<file path="config.mk">
export PLATFORM = sky130hd
export DESIGN_NAME = block_broadcast
export DESIGN_NICKNAME = d
export VERILOG_FILES = /design/src/rtl/block_broadcast.sv
export SDC_FILE = /design/constraint.sdc
export NUM_CORES = 1
export LEC_CHECK = 0
export ABC_AREA = 1
export CAP_MARGIN = 20
export CORE_MARGIN = 2
export CORE_UTILIZATION = 33
export DETAILED_ROUTE_END_ITERATION = 12
export GPL_TIMING_DRIVEN = 0
export PLACE_DENSITY_LB_ADDON = 0.05
export SLEW_MARGIN = 20
export SYNTH_ARGS = -nofsm -noshare
export SYNTH_HDL_FRONTEND = slang
export SYNTH_HIERARCHICAL = 1
export SYNTH_SLANG_ARGS = --single-unit
</file>
<file path="constraint.sdc">
create_clock -name clk -period 33.1 [get_ports clk]
set_clock_uncertainty 0.2 [all_clocks]
set_input_delay 8.275 -clock clk [delete_from_list [all_inputs] [get_ports clk]]
set_output_delay 8.275 -clock clk [all_outputs]
set_load 0.03 [all_outputs]
</file>
<file path="src/rtl/block_broadcast.sv">
// Feeds the Stripe array: buffers tagged A/B operand blocks in two small FIFOs
// and broadcasts matched pairs on the shared tag/data bus under a start/beats run.

module BroadcastFifo #(
  parameter int width = 140,
  parameter int depth = 4
) (
  input  logic             clk,
  input  logic             rst,
  input  logic             flush_i,
  input  logic             valid_i,
  input  logic [width-1:0] data_i,
  input  logic             pop_i,
  output logic             ready_o,
  output logic             empty_o,
  output logic [width-1:0] head_o
);

  localparam int AW = $clog2(depth);
  localparam logic [AW:0] PTR_ONE = {{AW{1'b0}}, 1'b1};

  logic [width-1:0] mem_q [depth];
  logic [AW:0]      wptr_q;
  logic [AW:0]      rptr_q;
  logic             full;
  logic             push;

  assign full    = (wptr_q[AW] != rptr_q[AW]) && (wptr_q[AW-1:0] == rptr_q[AW-1:0]);
  assign empty_o = (wptr_q == rptr_q);
  assign ready_o = ~full & ~flush_i & ~rst;
  assign push    = valid_i & ready_o;
  assign head_o  = mem_q[rptr_q[AW-1:0]];

  // Pointers carry an extra wrap bit so full and empty are distinguishable.
  always_ff @(posedge clk or posedge rst) begin
    if (rst) begin
      wptr_q <= '0;
      rptr_q <= '0;
    end else if (flush_i) begin
      wptr_q <= '0;
      rptr_q <= '0;
    end else begin
      if (push)  wptr_q <= wptr_q + PTR_ONE;
      if (pop_i) rptr_q <= rptr_q + PTR_ONE;
    end
  end

  always_ff @(posedge clk) begin
    if (push) mem_q[wptr_q[AW-1:0]] <= data_i;
  end

endmodule

module block_broadcast #(
  parameter int block_width = 128,
  parameter int tag_width   = 12,
  parameter int fifo_depth  = 4
) (
  input  logic                   clk,
  input  logic                   rst,
  input  logic                   a_valid,
  output logic                   a_ready,
  input  logic [tag_width-1:0]   a_tag,
  input  logic [block_width-1:0] a_data,
  input  logic                   b_valid,
  output logic                   b_ready,
  input  logic [tag_width-1:0]   b_tag,
  input  logic [block_width-1:0] b_data,
  input  logic                   start,
  input  logic [tag_width-1:0]   beats,
  input  logic                   flush,
  input  logic                   bus_hold,
  output logic                   bus_valid,
  output logic [tag_width-1:0]   tagA_OUT,
  output logic [tag_width-1:0]   tagB_OUT,
  output logic [block_width-1:0] d0_OUT,
  output logic [block_width-1:0] d1_OUT,
  output logic                   busy,
  output logic                   done,
  output logic [tag_width-1:0]   bcast_count
);

  localparam int EW = tag_width + block_width;
  localparam logic [tag_width-1:0] TAG_ONE = {{(tag_width-1){1'b0}}, 1'b1};

  typedef enum logic [1:0] {IDLE, RUN, DONE} state_t;

  state_t                 state_q, state_d;
  logic [tag_width-1:0]   beats_q, beats_d;
  logic [tag_width-1:0]   count_q, count_d;
  logic                   valid_q;
  logic [tag_width-1:0]   tagA_q, tagB_q;
  logic [block_width-1:0] d0_q, d1_q;
  logic                   emptyA, emptyB;
  logic [EW-1:0]          headA, headB;
  logic                   fire;

  BroadcastFifo #(.width(EW), .depth(fifo_depth)) fifoA (
    .clk(clk), .rst(rst), .flush_i(flush), .valid_i(a_valid), .data_i({a_tag, a_data}),
    .pop_i(fire), .ready_o(a_ready), .empty_o(emptyA), .head_o(headA)
  );

  BroadcastFifo #(.width(EW), .depth(fifo_depth)) fifoB (
    .clk(clk), .rst(rst), .flush_i(flush), .valid_i(b_valid), .data_i({b_tag, b_data}),
    .pop_i(fire), .ready_o(b_ready), .empty_o(emptyB), .head_o(headB)
  );

  assign fire = (state_q == RUN) & ~emptyA & ~emptyB & ~bus_hold & ~flush;

  // Flush wins over everything; the last fire of a run moves straight to DONE.
  always_comb begin
    state_d = state_q;
    beats_d = beats_q;
    count_d = count_q;
    if (flush) begin
      state_d = IDLE;
    end else begin
      case (state_q)
        IDLE: if (start) begin
          count_d = '0;
          if (beats == '0) begin
            state_d = DONE;
          end else begin
            beats_d = beats;
            state_d = RUN;
          end
        end
        RUN: if (fire) begin
          count_d = count_q + TAG_ONE;
          if (count_q == beats_q - TAG_ONE) state_d = DONE;
        end
        DONE:    state_d = IDLE;
        default: state_d = IDLE;
      endcase
    end
  end

  always_ff @(posedge clk or posedge rst) begin
    if (rst) begin
      state_q <= IDLE;
      beats_q <= '0;
      count_q <= '0;
    end else begin
      state_q <= state_d;
      beats_q <= beats_d;
      count_q <= count_d;
    end
  end

  // Bus registers only change on fire so Stripes can keep sampling a stable pair.
  always_ff @(posedge clk or posedge rst) begin
    if (rst) begin
      valid_q <= 1'b0;
      tagA_q  <= '0;
      tagB_q  <= '0;
      d0_q    <= '0;
      d1_q    <= '0;
    end else begin
      valid_q <= fire;
      if (fire) begin
        {tagA_q, d0_q} <= headA;
        {tagB_q, d1_q} <= headB;
      end
    end
  end

  assign bus_valid   = valid_q;
  assign tagA_OUT    = tagA_q;
  assign tagB_OUT    = tagB_q;
  assign d0_OUT      = d0_q;
  assign d1_OUT      = d1_q;
  assign busy        = (state_q == RUN);
  assign done        = (state_q == DONE);
  assign bcast_count = count_q;

endmodule

</file>
==> results of run 1 <==
==> synth_stat cells (all sizes together) (3+ instances only) <==
master  number
inv         67
dfrtp      319
nand2      946
nor3         7
nor4         4
nor2       618
o22ai      280
nand3       48
or2          3
o21ai      573
buf        191
edfxtp    1120
xor2         5
xnor2        3
a21oi       19
clkbuf      57
ha          12
==> cell type report <==
cell class,instances,area share
clock buffer,240,0.0671
sequential,1439,0.594
buffer,248,0.0171
inverter,68,0.00375
multi-input combinational,2524,0.162
timing repair buffer,661,0.107
antenna,18,0.000643
clock inverter,66,0.00868
tap,2175,0.0389
==> routing by layer <==
metal / routed length (µm) / track usage / up-vias
met4: 4760 / 0.0656 / 50
met5: 301 / 0 / -
met1: 74200 / 0.264 / 17366
met3: 11500 / 0.0537 / 302
met2: 77800 / 0.309 / 916
li1: - / - / 16865
==> worst min-delay path, delay by kind of cell, from the launching register on <==
family           cells  cell delay (ns)
DFF                  1             0.34
and+or+nand+nor      2             0.10
==> logic make-up (layout without fill, tap and decap cells) <==
kind of cell	Yosys count	in the layout	synth area share
adder cells (fa/ha/maj)	12	12	0.00276
other	0	18	0
AND/OR/NAND/NOR	1631	1631	0.117
AO/OA/AOI/OAI	873	873	0.0869
flip-flops	1439	1439	0.765
XOR/XNOR	8	8	0.00156
buffers and inverters	316	1283	0.0268
==> registers in the layout (all words and copies together), names as in the netlist <==
signal / cells
fifoA/mem_q: 560
d1_OUT: 128
d0_OUT: 128
fifoB/rptr_q: 3
fifoA/wptr_q: 3
bus_valid: 1
tagA_OUT: 12
fifoB/mem_q: 560
state_q: 2
bcast_count: 12
fifoB/wptr_q: 3
tagB_OUT: 12
beats_q: 12
fifoA/rptr_q: 3
==> power by group through the flow <==
stage / Sequential [W] / Combinational (W) / Clock (W)
after floorplan: 0.00256 / 0.000230 / 0
after global placement: 0.00230 / 0.00100 / 0
after detailed placement: 0.00229 / 0.00101 / 0
after CTS: 0.00225 / 0.00102 / 0.00183
after global routing: 0.00227 / 0.00108 / 0.00190
final: 0.00225 / 0.00100 / 0.00178
==> path summary, 6_finish.rpt <==
| path | from | to | slack [ns] | cells after the start |
|---|---|---|---|---|
| worst min-delay path | d0_OUT[87] | d0_OUT[87] | 0.27 | 2 |
| worst max-delay path | flush | b_ready | 14.07 | 5 |
| min in group asynchronous | rst | fifoB/wptr_q[2] | 7.89 | 2 |
| max in group asynchronous | rst | d0_OUT[60] | 23.62 | 4 |
| worst max register to register | fifoA/rptr_q[1] | d0_OUT[5] | 29.23 | 12 |
| worst min register to register | d0_OUT[87] | d0_OUT[87] | 0.27 | 2 |
==> metrics by stage <==
stage	power [W]	utilization	std cells
after global placement	0.00330	0.387	7049
after global routing	0.00525	0.429	7432
after detailed placement	0.00330	0.397	7115
after CTS	0.00510	0.429	7421
final	0.00503	0.429	7439
after floorplan	0.00279	-	4279
==> summary.md, run 1 <==
| Metric | Value |
|---|---|
| Status | finished, final reports clean |
| DP Area | 64700 µm² |
| Top-area cell type share of the netlist area | 0.618 |
| Setup ws final | 14.07 ns |
| Number of synthesized flops with an enable pin | 1120 |
| Routed vias/inst | 4.77 |
| Initial antenna violation count | 60 |
| Area grow syn2layout | 28.8% |
| # clock sinks | 1439 |
| Count of different cell masters after synthesis | 38 |
| Worst skew pair latency | 0.78 ns |
| Multi-input combinational cell area | 11400 µm² |
| Hold Worst Slack | 0.273 ns |
| Max VDD drop | 0.0000508 V |
| Buffers inserted by post-CTS timing repair | 0 |
| Die width | between 400 and 500 µm |
| Yosys reg bits | between 1k and 1.5k |
| Leakage | 26.2 nW |
| CP Capture Type | primary output |
| Worst Path Buf+Inv | 3 |
| Routability cong. | 0.786 |
| Final Max Tran Viols | 0 |
| Final setup fails | 0 |
| CP delay by family, top | buffers and inverters |
| CP most frequent cell | clkdlybuf4s50_1 |
| Gate power share | 0.199 |
| Cell Area, Synth | 54400 µm² |
| Crit start category | input port |
| Post-synth ARST share | 0.222 |
| Pin count of the biggest net entering global routing | 75 |
| Routed WL | between 150000 and 200000 µm |
| Register area | 41600 µm² |
| PortBufs | 595 |
| Seq/Total Area, Yosys | 0.765 |
| Fmax achieved | 52.6 MHz |
| Antenna violation net count after detailed routing | 0 |
| Largest cells by area after synthesis | edfxtp_1 (62%), dfrtp_1 (15%), nand2_1 (6.5%) |
| Commonest non-fill, non-tap cell in the layout | edfxtp_1 |
| Sequential Power Share | 0.447 |
| Most frequent cells in the layout | edfxtp_1 (1120), nand2_1 (940), nor2_1 (604) |
| Fill count | 15.2k |
| Core Box Area | 163000 µm² |
| Synth area leader | edfxtp_1 |
| Fin area | 70000 µm² |
| H-tree level count | 4 |
| Pint | ~0.0036 W |
| Slew headroom | 0.455 |
| RSZ-0062 raised after global routing | false |
| Critical path arrival | 10.55 ns |
| CTS resizes | 0 |
| GR Util All Layers | 0.197 |
| Die area | 168000 µm² |
| GRT Residual Overflow | 0 |
| DRC Markers | 0 |
| Power per standard cell area | 71.9 nW/µm² |
| Clock network fraction of design power | 0.354 |
| Avg Cell Area, Syn | ~13 µm² |
| Via count | 35.5k |
| Clock slew at reported path FFs | 0.05 ns |
| Switching Fraction | 0.291 |
| Max-cap violation count | 0 |
| Final Hold Fails | 0 |
| Critical-path top delay cell | clkdlybuf4s50_1 |
| First-pass GRT wire length | between 200000 and 250000 µm |
| Vias in the first global route | 35.7k |
| Cells after Synth | 4279 |
| CTS tree | yes |
| Slew @ Worst Pin | 0.816 ns |
| DP Worst Slack | 14.12 ns |
| DRT iter0 DRCs | 2215 |
| Setup_tns | 0 ns |
| TritonCTS Buffers | 163 |
| Root buf cell | clkbuf_16 |
| Synth Warn # | 6 |
| Req. time, crit path | between 20 and 25 ns |
| Starting Density | 0.333 |
| WL per Instance | 22.7 µm |
| HPWL Detailed | 113000 µm |
| Post-layout nets | 5416 |
| Ratio of cells with drive above 1 in the final layout | 0.101 |
| Syn_nets | 4590 |
| FP Rows | 148 |
| Critical Setup Path Class | in -> out |
| Die Y | 410 µm |
| Minimum clock period | 19.03 ns |
| Clock buffer depth | 3 |
| CP Max Fanout | 11 |
| Worst path cell trace | clkdlybuf4s50_1, nor2_1, nand2_1, inv_2, clkdlybuf4s50_1 |
| P_sw | ~0.0015 W |
| Cts hold-fix bufs | 0 |
| Crit share post-route | 0.575 |
| Num ports | approximately 600 |
| Crit path largest cell delay | slightly below 1 ns |
| Tightest Hold Check Type | reg -> reg |
| Ys flop type | edfxtp_1 |
| First-pass DRT Iterations | 5 |
(Power assumes the default switching activity.)
==> run 2: changes to the inputs <==
==> constraint.sdc (replaced) <==
create_clock -name clk -period 19.9 [get_ports clk]
set_clock_uncertainty 0.2 [all_clocks]
set_input_delay 4.975 -clock clk [delete_from_list [all_inputs] [get_ports clk]]
set_output_delay 4.975 -clock clk [all_outputs]
set_load 0.03 [all_outputs]
==> results of run 2 <==
Same layout as run 1 (identical final DEF). Status: finished, final reports clean.
Among the figures that moved: setup slack after placement 14.12 ns -> 7.52 ns; setup slack after layout 14.07 ns -> 7.47 ns; register-to-register setup slack 29.23 ns -> 16.03 ns; total power 0.00503 W -> 0.00837 W; worst IR drop on VDD 0.0000508 V -> 0.0000846 V
==> run 3: changes to the inputs <==
==> constraint.sdc (replaced) <==
create_clock -name clk -period 11.7 [get_ports clk]
set_clock_uncertainty 0.2 [all_clocks]
set_input_delay 2.925 -clock clk [delete_from_list [all_inputs] [get_ports clk]]
set_output_delay 2.925 -clock clk [all_outputs]
set_load 0.03 [all_outputs]
==> results of run 3 <==
Same layout as run 1 (identical final DEF). Status: finished, final reports clean.
Among the figures that moved: setup slack after placement 14.12 ns -> 3.42 ns; setup slack after layout 14.07 ns -> 3.37 ns; register-to-register setup slack 29.23 ns -> 7.83 ns; total power 0.00503 W -> 0.0142 W; worst IR drop on VDD 0.0000508 V -> 0.000144 V
